## src/rtl/partial_sum_sequencer_if.sv

```systemverilog
// Signal bundle for partial_sum_sequencer: command, term stream, external adder and result handshake.
// Valid/ready rule: a transfer happens on a rising clk edge where both valid and ready are 1.
interface partial_sum_sequencer_if;
  logic        start;
  logic [2:0]  num_terms;
  logic [35:0] init_value;
  logic        in_valid;
  logic [33:0] in_data;
  logic        in_ready;
  logic [35:0] add_a;
  logic [33:0] add_b;
  logic [36:0] add_sum;
  logic [35:0] result;
  logic        overflow;
  logic        result_valid;
  logic        result_ready;
  logic        busy;

  modport master (
    output start, num_terms, init_value, in_valid, in_data, add_sum, result_ready,
    input  in_ready, add_a, add_b, result, overflow, result_valid, busy
  );

  modport slave (
    input  start, num_terms, init_value, in_valid, in_data, add_sum, result_ready,
    output in_ready, add_a, add_b, result, overflow, result_valid, busy
  );
endinterface

```

## src/rtl/partial_sum_sequencer.sv

```systemverilog
// Sequences up to MAX_TERMS 34-bit terms through an external single-cycle adder into a
// 36-bit accumulator with a sticky carry flag, then holds the result until it is taken.
module partial_sum_sequencer #(
  parameter int MAX_TERMS = 4
) (
  input  logic                    clk,
  input  logic                    rst,
  partial_sum_sequencer_if.slave  bus,
  output logic [1:0]              state_dbg
);

  typedef enum logic [1:0] {
    IDLE  = 2'd0,
    ACCUM = 2'd1,
    DONE  = 2'd2
  } state_t;

  localparam logic [2:0] MAX_CNT = 3'(MAX_TERMS);

  state_t      state;
  logic [35:0] acc;
  logic [2:0]  cnt;
  logic        ovf;
  logic        in_ready_q;
  logic        result_valid_q;
  logic        busy_q;
  logic [2:0]  clamped_terms;

  always_comb begin
    clamped_terms = (bus.num_terms > MAX_CNT) ? MAX_CNT : bus.num_terms;
  end

  // Handshake flags are registered alongside the state so they always decode it exactly.
  always_ff @(posedge clk) begin
    if (rst) begin
      state          <= IDLE;
      acc            <= '0;
      cnt            <= '0;
      ovf            <= 1'b0;
      in_ready_q     <= 1'b0;
      result_valid_q <= 1'b0;
      busy_q         <= 1'b0;
    end else begin
      case (state)
        IDLE: begin
          if (bus.start) begin
            acc    <= bus.init_value;
            ovf    <= 1'b0;
            busy_q <= 1'b1;
            if (bus.num_terms == 3'd0) begin
              state          <= DONE;
              result_valid_q <= 1'b1;
            end else begin
              cnt        <= clamped_terms;
              state      <= ACCUM;
              in_ready_q <= 1'b1;
            end
          end
        end
        ACCUM: begin
          if (bus.in_valid) begin
            acc <= bus.add_sum[35:0];
            ovf <= ovf | bus.add_sum[36];
            cnt <= cnt - 3'd1;
            if (cnt == 3'd1) begin
              state          <= DONE;
              in_ready_q     <= 1'b0;
              result_valid_q <= 1'b1;
            end
          end
        end
        DONE: begin
          if (bus.result_ready) begin
            state          <= IDLE;
            result_valid_q <= 1'b0;
            busy_q         <= 1'b0;
          end
        end
        default: begin
          state          <= IDLE;
          in_ready_q     <= 1'b0;
          result_valid_q <= 1'b0;
          busy_q         <= 1'b0;
        end
      endcase
    end
  end

  // The adder sits outside; its sum lands in acc on the same edge that accepts the term.
  assign bus.add_a        = acc;
  assign bus.add_b        = in_ready_q ? bus.in_data : 34'd0;
  assign bus.in_ready     = in_ready_q;
  assign bus.result       = acc;
  assign bus.overflow     = ovf;
  assign bus.result_valid = result_valid_q;
  assign bus.busy         = busy_q;
  assign state_dbg        = state;

endmodule

```

## src/flat_wrapper.sv

```systemverilog
// flat-port wrapper written by rule: the top's interface ports become plain ports
module partial_sum_sequencer_flat 
#(
  parameter int MAX_TERMS = 4
)
  (clk, rst, state_dbg, bus_start, bus_num_terms, bus_init_value, bus_in_valid, bus_in_data, bus_add_sum, bus_result_ready, bus_in_ready, bus_add_a, bus_add_b, bus_result, bus_overflow, bus_result_valid, bus_busy);
  partial_sum_sequencer_if bus_i ();
  input  logic clk;
  input  logic rst;
  output logic [1:0] state_dbg;
  input wire logic [$bits(bus_i.start)-1:0] bus_start;
  input wire logic [$bits(bus_i.num_terms)-1:0] bus_num_terms;
  input wire logic [$bits(bus_i.init_value)-1:0] bus_init_value;
  input wire logic [$bits(bus_i.in_valid)-1:0] bus_in_valid;
  input wire logic [$bits(bus_i.in_data)-1:0] bus_in_data;
  input wire logic [$bits(bus_i.add_sum)-1:0] bus_add_sum;
  input wire logic [$bits(bus_i.result_ready)-1:0] bus_result_ready;
  output wire logic [$bits(bus_i.in_ready)-1:0] bus_in_ready;
  output wire logic [$bits(bus_i.add_a)-1:0] bus_add_a;
  output wire logic [$bits(bus_i.add_b)-1:0] bus_add_b;
  output wire logic [$bits(bus_i.result)-1:0] bus_result;
  output wire logic [$bits(bus_i.overflow)-1:0] bus_overflow;
  output wire logic [$bits(bus_i.result_valid)-1:0] bus_result_valid;
  output wire logic [$bits(bus_i.busy)-1:0] bus_busy;
  assign bus_i.start = bus_start;
  assign bus_i.num_terms = bus_num_terms;
  assign bus_i.init_value = bus_init_value;
  assign bus_i.in_valid = bus_in_valid;
  assign bus_i.in_data = bus_in_data;
  assign bus_i.add_sum = bus_add_sum;
  assign bus_i.result_ready = bus_result_ready;
  assign bus_in_ready = bus_i.in_ready;
  assign bus_add_a = bus_i.add_a;
  assign bus_add_b = bus_i.add_b;
  assign bus_result = bus_i.result;
  assign bus_overflow = bus_i.overflow;
  assign bus_result_valid = bus_i.result_valid;
  assign bus_busy = bus_i.busy;
  partial_sum_sequencer #(.MAX_TERMS(MAX_TERMS)) u_core (.clk(clk), .rst(rst), .bus(bus_i), .state_dbg(state_dbg));
endmodule
```

## config.mk

```make
export PLATFORM = sky130hd
export DESIGN_NAME = partial_sum_sequencer_flat
export DESIGN_NICKNAME = d
export VERILOG_FILES = /design/src/rtl/partial_sum_sequencer_if.sv /design/src/rtl/partial_sum_sequencer.sv /design/src/flat_wrapper.sv
export SDC_FILE = /design/constraint.sdc
export NUM_CORES = 1
export LEC_CHECK = 0
export ABC_AREA = 1
export CAP_MARGIN = 20
export CORE_MARGIN = 3
export CORE_UTILIZATION = 31
export DETAILED_ROUTE_END_ITERATION = 10
export PLACE_DENSITY = 0.8
export REMOVE_ABC_BUFFERS = 1
export SKIP_CTS_REPAIR_TIMING = 1
export SYNTH_ARGS = -nofsm -noshare
export SYNTH_HDL_FRONTEND = slang
export SYNTH_SLANG_ARGS = --single-unit
export TNS_END_PERCENT = 10
```

## constraint.sdc

```tcl
create_clock -name clk -period 1.5 [get_ports clk]
set_input_delay 0.225 -clock clk [delete_from_list [all_inputs] [get_ports clk]]
set_output_delay 0.225 -clock clk [all_outputs]
set_load 0.02 [all_outputs]
```

==> run metrics, run 1 <==
area leader, netlist=dfxtp_1; crit-path max FO=35; cell family with most CP delay=buffers and inverters; Max clock buf depth=2; asr flop ratio synth=0; WS Path Type=register to output port; max_slew headroom=0.779; pins over their slew limit=0; LEAKAGE=between 3 and 4 nW; Slew @ Worst Pin=~330 ps; remaining antenna violation count=0; post-DR wirelength/cell=between 10 and 15 um; Synth Instances=388; status=complete, no violations; top-count cell post-synth=nand2_1; DP HPWL=approximately 7.5 mm; Hold Vio Cnt, Final=0; Yosys cell types=18; Worst Setup Start Kind=register; CTS root buf=clkbuf_8; Site Rows=32; WP buf/inv=3; FF+latch count, synth=between 40 and 50; Die Width=just under 100 um; Worst Path Required=1270 ps; Max-cap violations=0; unrepaired setup endpoints after global routing=true; Power Density=approximately 1700 nW/um2; DRT iter0 DRCs=92; Area Overhead vs Synth=96.4%; # diodes=0; Inst Count DP=about 670; clock sinks=45; GPL Wtd Cong=just under 0.8; yosys warns=0; top cell type's share of synthesized area=0.356; clk_lat worst skew=about 290 ps; Final nets=690; largest net degree at the start of global routing=47; Final setup viols=0; die height=96.4 um; max frequency=0.698 GHz; Worst setup EP type=output port; fin crit period=around 1400 ps; max incr delay on CP=approximately 380 ps; final cell count without fillers=676; DR vias=3,193; count of input and output buffers=226; core area=between 7000 and 8000 um2; Synth Flop Type=dfxtp_1; worst hold margin=slightly below 500 ps; sequential area share after synthesis=0.356; crit path cell chain=buf_12 -> nand2_1 -> inv_1 -> dlymetal6s2s_1; number of enable flip-flop cells after synthesis=0; largest cells by area after synthesis=dfxtp_1 (36%), nand2_1 (19%), buf_4 (12%); vias per inst=4.72; Syn Std Cell Area=about 2500 um2; CTS clock-pin slew for the worst setup and hold paths=around 90 ps; DRT Pass-1 Iters=4; CTS Buf Count=5; share of cells above drive strength 1=0.0679; global-route usage over all layers=0.188; CP max stage cell=dfxtp_1; initial core utilization=0.323; vias in the first global route=about 2.9k; VDD IR max=slightly below 1 mV; grt ovf=0; worst hold-check path type=register to register; CTS tree=yes; Clock Skew=about 11 ps; first-pass GRT wire length=between 10 and 15 mm; # DRC=0; most instantiated cells after synthesis=nand2_1 (128), dfxtp_1 (45), inv_1 (42), buf_4 (40), a31oi_1 (36); Ports=between 200 and 250; antenna violations before repair=0; Mean Syn Cell Area=roughly 6.5 um2; Worst Path Arrival=around 1200 ps; H-tree depth=2; period utilisation layout=0.955; WL final=9.99 mm; Die ar.=roughly 9300 um2
-- sequential cells by signal, summed over array words and instances, names as in the netlist --
| register | cells |
|---|---|
| u_core.bus.add_a | 36 |
| u_core.cnt | 3 |
| u_core.state_dbg | 2 |
| u_core.bus.busy | 1 |
| u_core.bus.in_ready | 1 |
| u_core.bus.overflow | 1 |
| u_core.bus.result_valid | 1 |
-- routing by layer --
layer,part of all wire,vias up,GRT usage,routed length [um]
li1,-,1565,-,-
met1,0.33,1455,0.186,3300
met2,0.53,159,0.374,5320
met3,0.12,14,0.0604,1180
met4,0.019,0,0.0456,187
met5,0,-,0,0
-- final timing paths --
path / startpoint / end / slack [ps] / cells past startpoint
worst max-delay path: u_core.bus.in_ready$_SDFFE_PP0P_ / bus_add_b[20] / 70 / 4
worst min register to register: u_core.bus.busy$_SDFFE_PP0P_ / u_core.bus.busy$_SDFFE_PP0P_ / 480 / 2
worst max register to register: u_core.state_dbg[0]$_SDFFE_PP0P_ / u_core.bus.add_a[11]$_SDFFE_PP0P_ / 110 / 7
worst min-delay path: u_core.bus.busy$_SDFFE_PP0P_ / u_core.bus.busy$_SDFFE_PP0P_ / 480 / 2
-- cell type report --
| type | instances | area, um2 |
|---|---|---|
| Clock buffer | 7 | 76.3 |
| Multi-Input combinational cell | 239 | 1090 |
| Sequential cell | 45 | 903 |
| Fill cell | 648 | 2870 |
| Tap cell | 102 | 128 |
| Timing Repair Buffer | 238 | 2600 |
| Clock inverter | 1 | 7.51 |
| Inverter | 44 | 165 |
-- cell families after synthesis --
logic type | after synthesis | synth area share
and+or+nand+nor | 155 | 0.238
buffers and inverters | 104 | 0.217
adders and majority gates | 2 | 0.00988
AOI/OAI and AO/OA | 82 | 0.180
DFF | 45 | 0.356
-- placed cells by master, fill, tap and decap left out --
master,netlist,routed
buf_4,40,8
clkbuf_2,0,11
clkbuf_8,0,5
dfxtp_1,45,43
nand3_1,7,7
clkdlybuf4s50_1,0,114
or2_2,2,2
a21oi_1,5,5
a31oi_1,36,36
clkinvlp_4,0,1
inv_2,2,2
nor2_2,1,3
nand2_1,128,127
nor2_1,16,14
dlymetal6s2s_1,0,101
ha_1,2,2
nor3b_1,1,1
clkbuf_1,10,2
inv_1,42,42
dfxtp_2,0,2
nand2_4,0,1
buf_12,0,4
o21ai_0,16,16
o21ai_1,25,25
-- power by group --
group / leakage [nW] / total [mW] / internal, mW / switching (mW)
registers: 0.374 / 2.09 / 1.69 / 0.394
logic: 3.26 / 5.88 / 2.55 / 3.33
clock network: 0.0385 / 0.730 / 0.330 / 0.400
-- worst reg2reg max path, stage by stage (launching register included) --
cell and delay (ps):
dfxtp_2 380, inv_2 70, nor2_2 140, nand2_1 130
nand2_4 120, buf_12 220, o21ai_1 100, a31oi_1 150
-- per-stage QoR --
step                      setup slack [ps]  cell area, um2  power (mW)  setup TNS, ps   util
after floorplan                      -1740            2150        5.01         -60030      -
after global placement                -149            4680        8.14          -3520  0.596
after detailed placement              -140            4680        8.24          -3850  0.596
after CTS                             -350            4760        9.01         -13240  0.607
after global routing                 -29.0            4970        9.31          -71.0  0.634
final                                 67.5            4970        8.70              0  0.634
Power figures use the tool's default switching activity.
==> run 2, diff against run 1 <==
--- a/config.mk
+++ b/config.mk
@@ -12,6 +12,7 @@
 export DETAILED_ROUTE_END_ITERATION = 10
 export PLACE_DENSITY = 0.8
 export REMOVE_ABC_BUFFERS = 1
+export SETUP_SLACK_MARGIN = 0.5
 export SKIP_CTS_REPAIR_TIMING = 1
 export SYNTH_ARGS = -nofsm -noshare
 export SYNTH_HDL_FRONTEND = slang
==> run 2 against run 1 <==
Compared with the run above:
- total power rose by 5.3%
- critical endpoint is now u_core.state_dbg[1]$_SDFFE_PP0P_
- largest power group unchanged
- critical path type is now register to register
- clock power is essentially flat
- flip-flop and latch count did not move
- worst setup slack better by 76 ps
- hold slack worse by 2.7 ps
- non-clock buffer count is 7 higher
- register-to-register slack better by 30 ps
- combinational power is 7.0% higher
- critical path depth up 6
- first-iteration DRC count shrank 29%
==> run metrics, run 2 (synthesis results as in run 1) <==
Final nets=697 (was 690); Max-cap violations=0 (unchanged); Overall Power=9.16 mW (was 8.70 mW); Final setup viols=0 (unchanged); max_slew headroom=0.783 (was 0.779); DRT Pass-1 Iters=4 (unchanged); core area=7850 um2 (unchanged); unrepaired setup endpoints after global routing=true (unchanged); VDD IR max=0.980 mV (was 0.971 mV); DP Worst Slack=-140 ps (unchanged); Worst Path Arrival=1580 ps (was 1210 ps); Die ar.=9290 um2 (unchanged); global-route usage over all layers=0.188 (unchanged); status=complete, no violations (unchanged); largest net degree at the start of global routing=47 (unchanged); Hold Vio Cnt, Final=0 (unchanged); Area Overhead vs Synth=97.4% (was 96.4%); share of cells above drive strength 1=0.138 (was 0.0679); clk_lat worst skew=290 ps (about the same); clock sinks=45 (unchanged); # diodes=0 (unchanged); fin crit period=1360 ps (was 1430 ps); max frequency=0.737 GHz (was 0.698 GHz); Top Usage Layer GRT=met2 (unchanged); most frequent cells in the layout=nand2_1 (126), clkdlybuf4s50_1 (114), dlymetal6s2s_1 (78), inv_1 (40), dfxtp_1 (40) (was nand2_1 (127), clkdlybuf4s50_1 (114), dlymetal6s2s_1 (101), dfxtp_1 (43), inv_1 (42)); count of input and output buffers=226 (unchanged); Finished Core Util=0.637 (was 0.634); # DRC=0 (unchanged); leading cell type in the layout, fill and taps excluded=nand2_1 (unchanged); WL final=10.5 mm (was 9.99 mm); worst hold-check path type=register to register (unchanged); Ports=227 (unchanged); post-DR wirelength/cell=15.3 um (was 14.8 um); period utilisation layout=0.904 (was 0.955); final cell count without fillers=683 (was 676); initial core utilization=0.323 (unchanged); crit-path max FO=3 (was 35); remaining antenna violation count=0 (unchanged); Worst setup EP type=register (was output port); LEAKAGE=3.38 nW (was 3.67 nW); pins over their slew limit=0 (unchanged); DR vias=3,263 (was 3,193); DP HPWL=7.46 mm (unchanged); DRT iter0 DRCs=65 (was 92); GR Layer Usage met2=0.374 (unchanged); max FFs per register=36 (unchanged); Clock Skew=8.82 ps (was 11.3 ps); GPL Wtd Cong=0.779 (unchanged); Worst Path Required=1720 ps (was 1270 ps); Max clock buf depth=2 (unchanged); CTS root buf=clkbuf_8 (unchanged); antenna violations before repair=0 (unchanged); die height=96.4 um (unchanged); Die Width=96.4 um (unchanged); CTS Buf Count=5 (unchanged); Slew @ Worst Pin=326 ps (was 332 ps); vias in the first global route=2,903 (unchanged); WS Path Type=register to register (was register to output port); met1 usage=0.186 (unchanged); Power Density=1830 nW/um2 (was 1750 nW/um2); CTS tree=yes (unchanged); GR Util met3=0.0604 (unchanged); Site Rows=32 (unchanged); H-tree depth=2 (unchanged); first-pass GRT wire length=13.7 mm (unchanged); grt ovf=0 (unchanged); CTS clock-pin slew for the worst setup and hold paths=90 ps (about the same); fin worst setup slack=144 ps (was 67.5 ps); vias per inst=4.78 (was 4.72); Inst Count DP=668 (unchanged); Worst Setup Start Kind=register (unchanged)
## run 2: cell types whose count changed in the layout (fill, tap and decap cells not counted), sizes merged
| cell | previous run | this run |
|---|---|---|
| dlymetal6s2s | 101 | 78 |
| buf | 12 | 31 |
| clkbuf | 18 | 29 |
## run 2: report_power, final
group | total (mW) | switching [mW] | leakage, nW | internal (mW)
Sequential | 2.14 | 0.421 | 0.375 | 1.72
Clock | 0.729 | 0.399 | 0.0385 | 0.330
Combinational | 6.29 | 3.51 | 2.97 | 2.78
## run 2: final cells by class
class / instances / area, um2
clock buffer: 7 / 76.3
clock inverter: 1 / 7.51
fill: 649 / 2850
inverter: 44 / 165
multi-input combinational: 239 / 1130
sequential: 45 / 915
tap: 102 / 128
timing repair buffer: 245 / 2580
## run 2: path summary, 6_finish.rpt
kind | from | to | slack [ps] | cells after the start
worst max-delay path | u_core.cnt[1]$_SDFFE_PP0P_ | u_core.state_dbg[1]$_SDFFE_PP0P_ | 140 | 10
worst min-delay path | u_core.bus.busy$_SDFFE_PP0P_ | u_core.bus.busy$_SDFFE_PP0P_ | 480 | 2
worst max register to register | u_core.cnt[1]$_SDFFE_PP0P_ | u_core.state_dbg[1]$_SDFFE_PP0P_ | 140 | 10
worst min register to register | u_core.bus.busy$_SDFFE_PP0P_ | u_core.bus.busy$_SDFFE_PP0P_ | 480 | 2
## run 2: stage by stage
| stage | hold slack (ps) | area [um2] | TNS (ps) |
|---|---|---|---|
| final | 479 | 5000 | 0 |
| after global placement | 456 | 4680 | -3520 |
| after floorplan | 294 | 2150 | -60030 |
| after CTS | 480 | 4760 | -13240 |
| after detailed placement | 466 | 4680 | -3850 |
| after global routing | 495 | 5000 | 0 |
## run 2: per-layer routing
layer,part of all wire,vias to the layer above
li1,-,1580
met1,0.33,1503
met2,0.54,164
met3,0.11,16
met4,0.017,0
met5,0,-
## run 2: worst max-delay path, cell delays in order, from the launching register on
cell     delay [ps]
dfxtp_2         330
inv_2            70
ha_4            130
inv_2            30
nor2_2           90
nor2_1           60
nor2_2          170
nand2_2         110
nor2_4          140
nor2_1           60
nor2_1           90
==> run 3, diff against run 2 <==
--- a/config.mk
+++ b/config.mk
@@ -11,9 +11,9 @@
 export CORE_UTILIZATION = 31
 export DETAILED_ROUTE_END_ITERATION = 10
 export PLACE_DENSITY = 0.8
-export REMOVE_ABC_BUFFERS = 1
 export SETUP_SLACK_MARGIN = 0.5
 export SKIP_CTS_REPAIR_TIMING = 1
+export SLEW_MARGIN = 20
 export SYNTH_ARGS = -nofsm -noshare
 export SYNTH_HDL_FRONTEND = slang
 export SYNTH_SLANG_ARGS = --single-unit
==> run 3 against run 2 <==
Compared with the run above:
- routed wire length fell by 6.3%
- largest cell class unchanged
- register-to-register slack gained 70 ps
- non-clock buffer count unchanged
- sequential power barely moved
- hold slack worse by 15 ps
- clock skew hardly changed
- sequential share of layout area shrank 0.11 points
- maximum frequency grew 1.0%
- total power up 0.35%
==> run metrics, run 3 (synthesis results as in run 1) <==
Final nets=697 (unchanged); remaining antenna violation count=0 (unchanged); syn nets=505; max FFs per register=36 (unchanged); Final setup viols=0 (unchanged); Sequential Power Share=0.233 (about the same); switching part of the total=0.460 (was 0.473); DRT iter0 DRCs=110 (was 65); worst hold margin=463 ps (was 479 ps); cell internal pwr=4.96 mW (was 4.83 mW); Crit Reg-Reg Endpoint=u_core.cnt[2]$_SDFFE_PP0P_ (was u_core.state_dbg[1]$_SDFFE_PP0P_); global-route usage over all layers=0.178 (was 0.188); H-tree depth=2 (unchanged); number of fillers in the final layout=651 (was 649); DRT Pass-1 Iters=4 (unchanged); die height=96.4 um (unchanged); CTS Buf Count=5 (unchanged); FF+latch area=912 um2 (was 915 um2); max_slew headroom=0.828 (was 0.783); DR vias=3,207 (was 3,263); WHS Path Cells=2 (unchanged); cell area after layout=5020 um2 (was 5000 um2); grt ovf=0 (unchanged); worst hold-check path type=register to register (unchanged); # DRC=0 (unchanged); clock sinks=45 (unchanged); Max-cap violations=0 (unchanged); GPL Wtd Cong=0.777 (was 0.779); Psw=4.23 mW (was 4.33 mW); WS Path Type=register to output port (was register to register); Die ar.=9290 um2 (unchanged); count of input and output buffers=226 (unchanged); final setup TNS=0 ps (unchanged); Overall Power=9.19 mW (was 9.16 mW); Max clock buf depth=2 (unchanged); Worst Setup Start Kind=register (unchanged); Comb pwr share=0.667 (was 0.687); Power Density=1830 nW/um2 (about the same); Hold Path End=u_core.bus.busy$_SDFFE_PP0P_ (unchanged); VDD IR max=0.892 mV (was 0.980 mV); worst r2r path cells=9 (was 10); Clock power frac=0.100 (was 0.080); core area=7850 um2 (unchanged); multi-input gate area in the final layout=1120 um2 (was 1130 um2); Worst setup EP type=output port (was register); Worst Path Arrival=1120 ps (was 1580 ps); R2R Setup Slk=210 ps (was 140 ps); dpl cell area=4760 um2 (was 4680 um2); period utilisation layout=0.895 (was 0.904); Worst Path Required=1270 ps (was 1720 ps); initial core utilization=0.323 (unchanged); WL final=9.81 mm (was 10.5 mm); post-DR wirelength/cell=14.4 um (was 15.3 um); # diodes=0 (unchanged); leading cell type in the layout, fill and taps excluded=nand2_1 (unchanged); Ports=227 (unchanged); clk_lat worst skew=290 ps (about the same); unrepaired setup endpoints after global routing=true (unchanged); CTS tree=yes (unchanged); status=complete, no violations (unchanged); Die Width=96.4 um (unchanged); Finished Core Util=0.639 (was 0.637); crit-path max FO=11 (was 3); first-pass GRT wire length=13.3 mm (was 13.7 mm); launching point of the worst reg2reg path=u_core.state_dbg[0]$_SDFFE_PP0P_ (was u_core.cnt[1]$_SDFFE_PP0P_); Clock Skew=8.63 ps (was 8.82 ps); max frequency=0.745 GHz (was 0.737 GHz); antenna violations before repair=0 (unchanged); largest net degree at the start of global routing=52 (was 47); pins over their slew limit=0 (unchanged); critical hold path startpoint=u_core.bus.busy$_SDFFE_PP0P_ (unchanged); LEAKAGE=3.41 nW (was 3.38 nW); vias per inst=4.70 (was 4.78); Site Rows=32 (unchanged); CTS clock-pin slew for the worst setup and hold paths=80 ps (was 90 ps); final cell count without fillers=683 (unchanged); Hold Vio Cnt, Final=0 (unchanged); Inst Count DP=672 (was 668); share of cells above drive strength 1=0.141 (was 0.138); Area Overhead vs Synth=98.1% (was 97.4%); Slew @ Worst Pin=258 ps (was 326 ps); vias in the first global route=2,903 (unchanged); most frequent cells in the layout=nand2_1 (120), clkdlybuf4s50_1 (114), dlymetal6s2s_1 (80), dfxtp_1 (42) (was nand2_1 (126), clkdlybuf4s50_1 (114), dlymetal6s2s_1 (78), inv_1 (40), dfxtp_1 (40)); DP Worst Slack=-145 ps (was -140 ps); CTS root buf=clkbuf_8 (unchanged); DP HPWL=7.35 mm (was 7.46 mm); fin crit period=1340 ps (was 1360 ps); fin worst setup slack=158 ps (was 144 ps)
## run 3: cell types whose count changed in the layout (fill, tap and decap cells not counted), sizes merged
| cell | change |
|---|---|
| bufinv | +1 |
| clkinv | +1 |
| clkinvlp | -1 |
| dlymetal6s2s | +2 |
| clkbuf | -3 |
## run 3: worst max-delay path, cell delays in order (launching register included)
cell and delay [ps]:
dfxtp_4 410, clkbuf_16 170, nand2_1 50, inv_1 40, clkbuf_2 160
## run 3: area by class of cell
cell class                 instances  area share
tap                              102      0.0254
timing repair buffer             245       0.514
clock buffer                       6      0.0145
clock inverter                     2     0.00773
multi-input combinational        239       0.224
sequential                        45       0.182
inverter                          44      0.0329
## run 3: worst max-delay path by stage
stage	slack, ps	cells after the start	from	to
3_5_place_dp	-140	4	bus_in_data[2]	bus_add_b[2]
2_1_floorplan	310	8	u_core.state_dbg[1]$_SDFFE_PP0P_	u_core.state_dbg[1]$_SDFFE_PP0P_
4_1_cts	-310	4	u_core.bus.in_ready$_SDFFE_PP0P_	bus_add_b[25]
3_3_place_gp	-150	4	bus_in_data[5]	bus_add_b[5]
6_report	160	4	u_core.bus.in_ready$_SDFFE_PP0P_	bus_add_b[28]
5_1_grt	90	9	u_core.state_dbg[0]$_SDFFE_PP0P_	u_core.cnt[2]$_SDFFE_PP0P_
## run 3: routing by layer
layer	wire length (um)	vias to the layer above	GRT usage
met5	0	-	0
met4	127	0	0.0409
met3	1110	11	0.0457
met2	5200	176	0.344
met1	3380	1442	0.193
li1	-	1578	-
## run 3: power groups by stage
stage / clock (mW) / sequential, mW / combinational [mW]
floorplan: 0 / 2.63 / 3.30
global placement: 0 / 2.16 / 6.15
detailed placement: 0 / 2.18 / 6.26
CTS: 0.944 / 2.17 / 6.27
global route: 0.989 / 2.21 / 6.62
finish: 0.922 / 2.14 / 6.13
